File: src/rtl/seq_divider_if.sv
// Handshake and result bundle between the control unit and seq_divider.
// The optional abort line exists only when SEQ_DIVIDER_ABORT_EN is defined.
interface seq_divider_if #(
    parameter int WIDTH = 32
);
    logic             start;
    logic             signed_op;
    logic [WIDTH-1:0] dividend;
    logic [WIDTH-1:0] divisor;
    logic             busy;
    logic             done;
    logic [WIDTH-1:0] quotient;
    logic [WIDTH-1:0] remainder;
    logic             div_by_zero;

`ifdef SEQ_DIVIDER_ABORT_EN
    logic             abort;

    modport master (
        output start, signed_op, dividend, divisor, abort,
        input  busy, done, quotient, remainder, div_by_zero
    );

    modport slave (
        input  start, signed_op, dividend, divisor, abort,
        output busy, done, quotient, remainder, div_by_zero
    );
`else
    modport master (
        output start, signed_op, dividend, divisor,
        input  busy, done, quotient, remainder, div_by_zero
    );

    modport slave (
        input  start, signed_op, dividend, divisor,
        output busy, done, quotient, remainder, div_by_zero
    );
`endif
endinterface

File: src/rtl/seq_divider.sv
// Multi-cycle restoring divider (signed/unsigned) with divide-by-zero detection.
// One quotient bit is resolved per ITER cycle; results are published with a
// one-cycle done pulse and held until the next done.
// Optional feature: define SEQ_DIVIDER_ABORT_EN to add an abort input that
// drops an in-flight operation without touching the published results.
module seq_divider #(
    parameter  int WIDTH = 32,
    localparam int CNT_W = $clog2(WIDTH + 1)
) (
    input  logic         clock,
    input  logic         clear,
    seq_divider_if.slave bus
);
    localparam logic [2:0] IDLE  = 3'd0;
    localparam logic [2:0] SETUP = 3'd1;
    localparam logic [2:0] ITER  = 3'd2;
    localparam logic [2:0] FIXUP = 3'd3;
    localparam logic [2:0] DONE  = 3'd4;

    logic [2:0]       state;
    logic [CNT_W-1:0] count;
    logic [WIDTH-1:0] rem;
    logic [WIDTH-1:0] quo;
    logic [WIDTH-1:0] dvs_mag;
    logic             signed_mode;
    logic             sign_q;
    logic             sign_r;
    logic             zero_div;

    logic [WIDTH:0]   shifted;
    logic [WIDTH:0]   trial;
    logic             trial_ok;
    logic             abort_req;
    logic             in_flight;

`ifdef SEQ_DIVIDER_ABORT_EN
    assign abort_req = bus.abort;
`else
    assign abort_req = 1'b0;
`endif

    assign in_flight = (state == SETUP) || (state == ITER) || (state == FIXUP);
    assign bus.busy  = in_flight;

    // One restoring step: shift in the next dividend bit and trial-subtract the divisor
    always_comb begin
        shifted  = {rem, quo[WIDTH-1]};
        trial    = shifted - {1'b0, dvs_mag};
        trial_ok = ~trial[WIDTH];
    end

    // Control FSM, datapath registers and result publication
    always_ff @(posedge clock) begin
        if (clear) begin
            state           <= IDLE;
            count           <= '0;
            rem             <= '0;
            quo             <= '0;
            dvs_mag         <= '0;
            signed_mode     <= 1'b0;
            sign_q          <= 1'b0;
            sign_r          <= 1'b0;
            zero_div        <= 1'b0;
            bus.done        <= 1'b0;
            bus.quotient    <= '0;
            bus.remainder   <= '0;
            bus.div_by_zero <= 1'b0;
        end else begin
            bus.done <= 1'b0;
            if (abort_req && in_flight) begin
                state <= IDLE;
            end else begin
                case (state)
                    IDLE: begin
                        if (bus.start) begin
                            quo         <= bus.dividend;
                            dvs_mag     <= bus.divisor;
                            signed_mode <= bus.signed_op;
                            state       <= SETUP;
                        end
                    end
                    SETUP: begin
                        sign_q <= signed_mode & (quo[WIDTH-1] ^ dvs_mag[WIDTH-1]);
                        sign_r <= signed_mode & quo[WIDTH-1];
                        rem    <= '0;
                        count  <= '0;
                        if (dvs_mag == '0) begin
                            quo      <= '1;
                            rem      <= quo;
                            zero_div <= 1'b1;
                            state    <= DONE;
                        end else begin
                            if (signed_mode && quo[WIDTH-1]) begin
                                quo <= -quo;
                            end
                            if (signed_mode && dvs_mag[WIDTH-1]) begin
                                dvs_mag <= -dvs_mag;
                            end
                            zero_div <= 1'b0;
                            state    <= ITER;
                        end
                    end
                    ITER: begin
                        rem   <= trial_ok ? trial[WIDTH-1:0] : shifted[WIDTH-1:0];
                        quo   <= {quo[WIDTH-2:0], trial_ok};
                        count <= count + 1'b1;
                        if (count == CNT_W'(WIDTH - 1)) begin
                            state <= FIXUP;
                        end
                    end
                    FIXUP: begin
                        if (sign_q) begin
                            quo <= -quo;
                        end
                        if (sign_r) begin
                            rem <= -rem;
                        end
                        state <= DONE;
                    end
                    DONE: begin
                        bus.done        <= 1'b1;
                        bus.quotient    <= quo;
                        bus.remainder   <= rem;
                        bus.div_by_zero <= zero_div;
                        state           <= IDLE;
                    end
                    default: begin
                        state <= IDLE;
                    end
                endcase
            end
        end
    end
endmodule

File: src/flat_wrapper.sv
// flat-port wrapper written by rule: the top's interface ports become plain ports
module seq_divider_flat 
#(
    parameter  int WIDTH = 32,
    localparam int CNT_W = $clog2(WIDTH + 1)
)
  (clock, clear, bus_start, bus_signed_op, bus_dividend, bus_divisor, bus_busy, bus_done, bus_quotient, bus_remainder, bus_div_by_zero);
  seq_divider_if #(.WIDTH(WIDTH)) bus_i ();
  input  logic clock;
  input  logic clear;
  input wire logic [$bits(bus_i.start)-1:0] bus_start;
  input wire logic [$bits(bus_i.signed_op)-1:0] bus_signed_op;
  input wire logic [$bits(bus_i.dividend)-1:0] bus_dividend;
  input wire logic [$bits(bus_i.divisor)-1:0] bus_divisor;
  output wire logic [$bits(bus_i.busy)-1:0] bus_busy;
  output wire logic [$bits(bus_i.done)-1:0] bus_done;
  output wire logic [$bits(bus_i.quotient)-1:0] bus_quotient;
  output wire logic [$bits(bus_i.remainder)-1:0] bus_remainder;
  output wire logic [$bits(bus_i.div_by_zero)-1:0] bus_div_by_zero;
  assign bus_i.start = bus_start;
  assign bus_i.signed_op = bus_signed_op;
  assign bus_i.dividend = bus_dividend;
  assign bus_i.divisor = bus_divisor;
  assign bus_busy = bus_i.busy;
  assign bus_done = bus_i.done;
  assign bus_quotient = bus_i.quotient;
  assign bus_remainder = bus_i.remainder;
  assign bus_div_by_zero = bus_i.div_by_zero;
  seq_divider #(.WIDTH(WIDTH)) u_core (.clock(clock), .clear(clear), .bus(bus_i));
endmodule
File: config.mk
export PLATFORM = sky130hd
export DESIGN_NAME = seq_divider_flat
export DESIGN_NICKNAME = d
export VERILOG_FILES = /design/src/rtl/seq_divider_if.sv /design/src/rtl/seq_divider.sv /design/src/flat_wrapper.sv
export SDC_FILE = /design/constraint.sdc
export NUM_CORES = 1
export LEC_CHECK = 0
export ABC_AREA = 1
export CAP_MARGIN = 10
export CORE_UTILIZATION = 40
export CTS_CLUSTER_DIAMETER = 150
export DETAILED_ROUTE_END_ITERATION = 16
export GPL_ROUTABILITY_DRIVEN = 0
export SYNTH_ARGS = -nofsm -noshare
export SYNTH_HDL_FRONTEND = slang
export SYNTH_SLANG_ARGS = --single-unit
export TNS_END_PERCENT = 100
File: constraint.sdc
create_clock -name clock -period 6.6 [get_ports clock]
set_clock_uncertainty 0.05 [all_clocks]
set_input_delay 1.65 -clock clock [delete_from_list [all_inputs] [get_ports clock]]
set_output_delay 1.65 -clock clock [all_outputs]
set_load 0.005 [all_outputs]
==> metrics.txt, run 1 <==
Max VDD drop 0.5295 mV; residual DRC count 0; total wire length 47.81 mm; largest net degree at the start of global routing 114; cell repeated most along the worst path inv_2; Fin. Hold Viols 0; GR Overflow Total 0; HP Class flop to flop; fin crit share 0.6845; drt initial violations 1504; htree depth 4; hpwl dp 36.21 mm; Slowest-stage cell, CP clkdlybuf4s50_1; Die Width 183.2 µm; wire per inst 17.54 µm; Initial Utilization 0.4108; leakage power total 6.967 nW; RSZ-0062 raised after global routing no; Final nets 2383; Mapped Area 13130 µm²; Detailed Routing Iterations Pass 1 6; worst slew pin tran 1.203 ns; Clock Latency Late Sink 0.45 ns; fill cell count 3401; status finished, final reports clean; via count 14740; Site Rows 65; endpoints failing setup 0; IO Port Bufs 134; Net Count, Synth 2310; CP arrival 2.82 ns; largest stage delay on the critical path 0.63 ns; Reg area 3503 µm²; Sink Count 175; PwrDens 418.4 nW/µm²; die area 33560 µm²; Final Total Pwr 0.006358 W; initial antenna violation count 1; Synth Register Bits 175; area grow syn2layout 15.72%; Hold WS 0.4267 ns; cts repair resizes 0; crit-path cells inv_2, nand2_4, inv_2, nor2_4, inv_2, clkdlybuf4s50_1; Critical Path Sink Type primary output; Post-synth EDFFs 0; die height 183.2 µm; layout cells sized above 1 0.04714; root buffer cell clkbuf_16; slew margin rel. 0.1968; Worst Path Buf+Inv 4; DRT antenna net count 0; Via density 5.408; sequential area share after synthesis 0.2668; Setup Buffers After CTS 0; io pins 135; asr flop ratio synth 0; Avg Cell Area, Syn 5.955 µm²; Setup TNS 0 ns; CP Max Fanout 38; CTS Buf Count 17; CTS tree built; Crit Path Class flop to primary output; YS warnings 0; CP Launch Type flop; most common flop cell mapped by yosys dfxtp_1; maxcap violations 0; gr usage total 0.2849; cts hold-fix bufs 0; Antenna Cells 0; fin crit period 4.518 ns; Max Slew Vio Count 0; Worst Path Required 4.90 ns; deepest clock path buffer count 2; area occupied by multi-input gates 8044 µm²; post-synthesis cell type count 51; Syn Inst Count 2205; placeable core region 31960 µm²; vias in the first global route 13460; first-pass GRT wire length 74.59 mm; clock-pin slew on the worst setup and hold paths 0.07 ns; critical path's top delay family buffers and inverters; fmax 0.2213 GHz
==> kinds of logic (layout without fill, tap and decap cells) <==
family / after synthesis / after routing / synth area share
and+or+nand+nor: 1091 / 1091 / 0.3624
AOI/OAI and AO/OA: 471 / 471 / 0.1898
buffers and inverters: 395 / 481 / 0.1212
DFF: 175 / 175 / 0.2668
adders and majority gates: 37 / 37 / 0.03583
xor gates and xnor gates: 36 / 36 / 0.02401
==> registers in the layout, summed over array words and instances, names as in the netlist <==
| register | flops |
|---|---|
| u_core.rem | 32 |
| u_core.bus.done | 1 |
| u_core.zero_div | 1 |
| u_core.bus.quotient | 32 |
| u_core.quo | 32 |
| u_core.bus.remainder | 32 |
| u_core.dvs_mag | 32 |
| u_core.bus.div_by_zero | 1 |
| u_core.sign_q | 1 |
| u_core.signed_mode | 1 |
| u_core.count | 6 |
| u_core.state | 3 |
| u_core.sign_r | 1 |
==> power by group <==
group / total (W) / leakage [nW] / switching (W) / internal (W)
clock: 0.000978 / 0.254 / 0.000471 / 0.000507
sequential: 0.00153 / 1.43 / 0.000298 / 0.00123
combinational: 0.00385 / 5.28 / 0.00268 / 0.00117
total: 0.00636 / 6.97 / 0.00345 / 0.00291
==> routing by layer <==
layer | part of all wire | wire (µm) | GRT usage
met4 | 0.032 | 1514 | 0.1143
met1 | 0.46 | 21880 | 0.3896
met5 | 0.00021 | 10 | 0
met2 | 0.44 | 21110 | 0.4529
met3 | 0.069 | 3294 | 0.03515
==> layout by cell type, fill, tap and decap left out, drive strengths merged, types with 2 or more instances in the layout <==
master	count
xnor2	2
o21a	4
a22oi	2
clkbuf	22
o21ai	201
a211oi	5
nand3	177
nand4	52
ha	36
o211ai	15
clkinvlp	4
o31ai	2
a21oi	213
inv	310
nor3b	2
clkinv	5
dfxtp	175
a31oi	6
nor3	23
clkdlybuf4s50	134
nor2	251
nand2	569
o22ai	13
xor2	34
o21bai	3
or2	6
nor4	5
a221oi	3
buf	6
nand3b	4
==> per-stage QoR <==
step                instance area, µm²  cells  worst slack, ns    util
floorplan                        13130   2205            3.685       -
global placement                 14650   2694            2.222  0.4584
detailed placement               14650   2694            2.191  0.4584
CTS                              15200   2726            2.121  0.4754
global route                     15200   2726            1.980  0.4754
finish                           15200   2726            2.082  0.4754
==> Yosys cell counts, types with 4 or more instances <==
cell type,count,area [µm²]
o21a_1,4,30.03
buf_6,11,123.9
ha_1,36,450.4
o211ai_1,15,112.6
xor2_1,34,297.8
nor2_2,12,75.07
a31oi_1,6,37.54
nand4_1,49,306.5
buf_2,18,90.09
inv_1,289,1085
nand2_2,9,56.30
nand2_4,5,56.30
nor4_1,5,31.28
o22ai_1,13,81.33
nand3b_1,4,30.03
a211oi_1,5,37.54
o21ai_1,27,135.1
o21ai_0,174,870.8
inv_2,20,75.07
nor3_1,20,100.1
or2_2,6,37.54
nand2_1,555,2083
nor2_4,6,67.56
buf_1,5,18.77
dfxtp_1,175,3503
nor2_1,232,870.8
clkbuf_1,51,191.4
nand3_1,173,865.8
a21oi_1,211,1056
==> final cells by class <==
cell class	instances	share of cell area
Clock buffer	22	0.03055
Clock inverter	10	0.005187
Inverter	309	0.07649
Multi-Input combinational cell	1635	0.5294
Sequential cell	175	0.2305
Tap cell	435	0.03582
Timing Repair Buffer	140	0.09205
==> final timing paths <==
check	from	endpoint	slack, ns	depth (start not counted)
worst max-delay path	u_core.state[2]	bus_busy	2.08	6
worst min-delay path	u_core.count[5]	u_core.count[5]	0.43	1
worst max register to register	u_core.dvs_mag[1]	u_core.rem[31]	3.23	12
worst min register to register	u_core.count[5]	u_core.count[5]	0.43	1
No activity file was read; power rests on OpenSTA's default activity.
==> run 2, diff against run 1 <==
clock period = 3.7 ns   (was 6.6 ns; I/O delays follow)
==> metrics.txt, run 2 (synthesized netlist as in run 1, its figures left out) <==
layout cells sized above 1 0.05052 (+0.003382); RSZ-0062 raised after global routing no; clock share of power 0.160 (+0.006); die height 183.2 µm (unchanged); fill cell count 3433 (+0.94%); die area 33560 µm² (unchanged); cts hold-fix bufs 0 (unchanged); residual DRC count 0 (unchanged); Max VDD drop 0.4236 mV (-20%); HP Class flop to flop; hpwl dp 37.45 mm (+3.4%); root buffer cell clkbuf_16; most frequent cells in the layout nand2_1, inv_1, nor2_1; status finished, final reports clean; io pins 135 (unchanged); Crit. Startpoint u_core.state[2]; drt initial violations 1649 (+9.6%); Final Total Pwr 0.01152 W (+81%); Crit Path Class flop to primary output; vias in the first global route 13530 (+0.46%); Max Slew Vio Count 0 (unchanged); htree depth 4 (unchanged); via count 14970 (+1.5%); endpoints failing setup 0 (unchanged); DRT antenna net count 0 (unchanged); Final nets 2392 (+0.38%); Setup Buffers After CTS 0 (unchanged); CTS Buf Count 17 (unchanged); R2R Path Start u_core.quo[31]; Reg2Reg Depth 17 (+5); Initial Utilization 0.4108 (unchanged); total wire length 48.72 mm (+1.9%); placeable core region 31960 µm² (unchanged); IO Port Bufs 134 (unchanged); Via density 5.480 (+1.3%); cts repair resizes 0 (unchanged); clock-pin slew on the worst setup and hold paths 0.07 ns (about the same); fin crit share 0.8944; Site Rows 65 (unchanged); Die Width 183.2 µm (unchanged); gr usage total 0.2878 (+0.002953); sw power 0.006176 W (+79%); initial antenna violation count 0 (-1); hold wc startpoint u_core.zero_div; first-pass GRT wire length 74.74 mm (+0.20%); CP Max Fanout 17 (-55%); Worst Path Required 2.72 ns (-2.18 ns); R2R Path End u_core.rem[20]; worst slew pin tran 1.093 ns (-0.1109 ns); P_int 0.005346 W (+84%); Antenna Cells 0 (unchanged); largest net degree at the start of global routing 112 (-1.8%); fmax 0.3022 GHz; Comb power frac 0.601 (-0.004); area grow syn2layout 16.68%; slew margin rel. 0.2708 (+0.07403); commonest non-fill, non-tap cell in the layout nand2_1; Flop pwr share 0.238 (-0.003); switching fraction of total power 0.5361 (-0.006252); Detailed Routing Iterations Pass 1 6 (unchanged); Setup TNS 0 ns (unchanged); final worst slack 0.3907 ns (-1.691 ns); crit path to bus_busy; deepest clock path buffer count 2 (unchanged); Critical Path Sink Type primary output; PwrDens 752.0 nW/µm² (+80%); Sink Count 175 (unchanged); Final Util 0.4794 (+0.003953); dpl ws 0.6734 ns (-1.518 ns); wire per inst 17.84 µm (+1.7%); FF-to-FF setup slack 0.60 ns (-2.63 ns); CTS tree built; CP arrival 2.33 ns (-0.49 ns); maxcap violations 0 (unchanged); GR Overflow Total 0 (unchanged); Fin. Hold Viols 0 (unchanged); fin crit period 3.309 ns; CP Launch Type flop; Clock Latency Late Sink 0.45 ns (about the same); leakage power total 7.042 nW (+1.1%)
## run 2: changes by cell type in the layout (fill, tap and decap cells not counted), sizes merged
cell,previous run,this run
clkinvlp,4,2
bufinv,0,2
buf,6,15
clkbuf,22,20
inv,310,308
## run 2: per-layer routing
metal,vias to the layer above,wire [µm],track usage
met5,-,0,0
met2,624,21060,0.4476
li1,7356,-,-
met4,0,1896,0.1250
met3,88,3698,0.03376
met1,6897,22070,0.3992
## run 2: stage by stage
stage / instance area (µm²) / instances / hold slack (ns)
6_report: 15320 / 2731 / 0.4152
5_1_grt: 15320 / 2731 / 0.4612
4_1_cts: 15320 / 2731 / 0.4145
3_5_place_dp: 14750 / 2703 / 0.4052
3_3_place_gp: 14750 / 2703 / 0.3963
2_1_floorplan: 13130 / 2205 / 0.3803
## run 2: cell type report
class,count,area (µm²),share of cell area
repair buffers,149,1491,0.09734
flip-flops and latches,175,3503,0.2286
clock inverters,8,110.1,0.007186
clock buffers,20,466.7,0.03046
inverters,309,1162,0.07586
multi-input cells,1635,8044,0.5250
well taps,435,544.3,0.03552
## run 2: worst max-delay path: stages, from the launching register on
cell             delay (ns)
dfxtp_1                0.44
inv_2                  0.10
nand2_4                0.24
inv_2                  0.23
nor2_4                 0.29
inv_2                  0.11
clkdlybuf4s50_1        0.47
## run 2: power by group through the flow
stage	Sequential, W	Combinational (W)	Clock [W]
2_1_floorplan	0.00252	0.00516	0
3_3_place_gp	0.00276	0.00671	0
3_5_place_dp	0.00276	0.00676	0
4_1_cts	0.00272	0.00679	0.00186
5_1_grt	0.00277	0.00773	0.00194
6_report	0.00275	0.00693	0.00185
## run 2: worst min-delay path by stage
stage / end / slack [ns] / depth (start not counted)
6_report: u_core.bus.div_by_zero / 0.42 / 2
5_1_grt: u_core.count[2] / 0.46 / 2
4_1_cts: u_core.bus.div_by_zero / 0.41 / 2
3_5_place_dp: u_core.bus.div_by_zero / 0.41 / 2
3_3_place_gp: u_core.bus.div_by_zero / 0.40 / 2
2_1_floorplan: u_core.bus.div_by_zero / 0.38 / 2
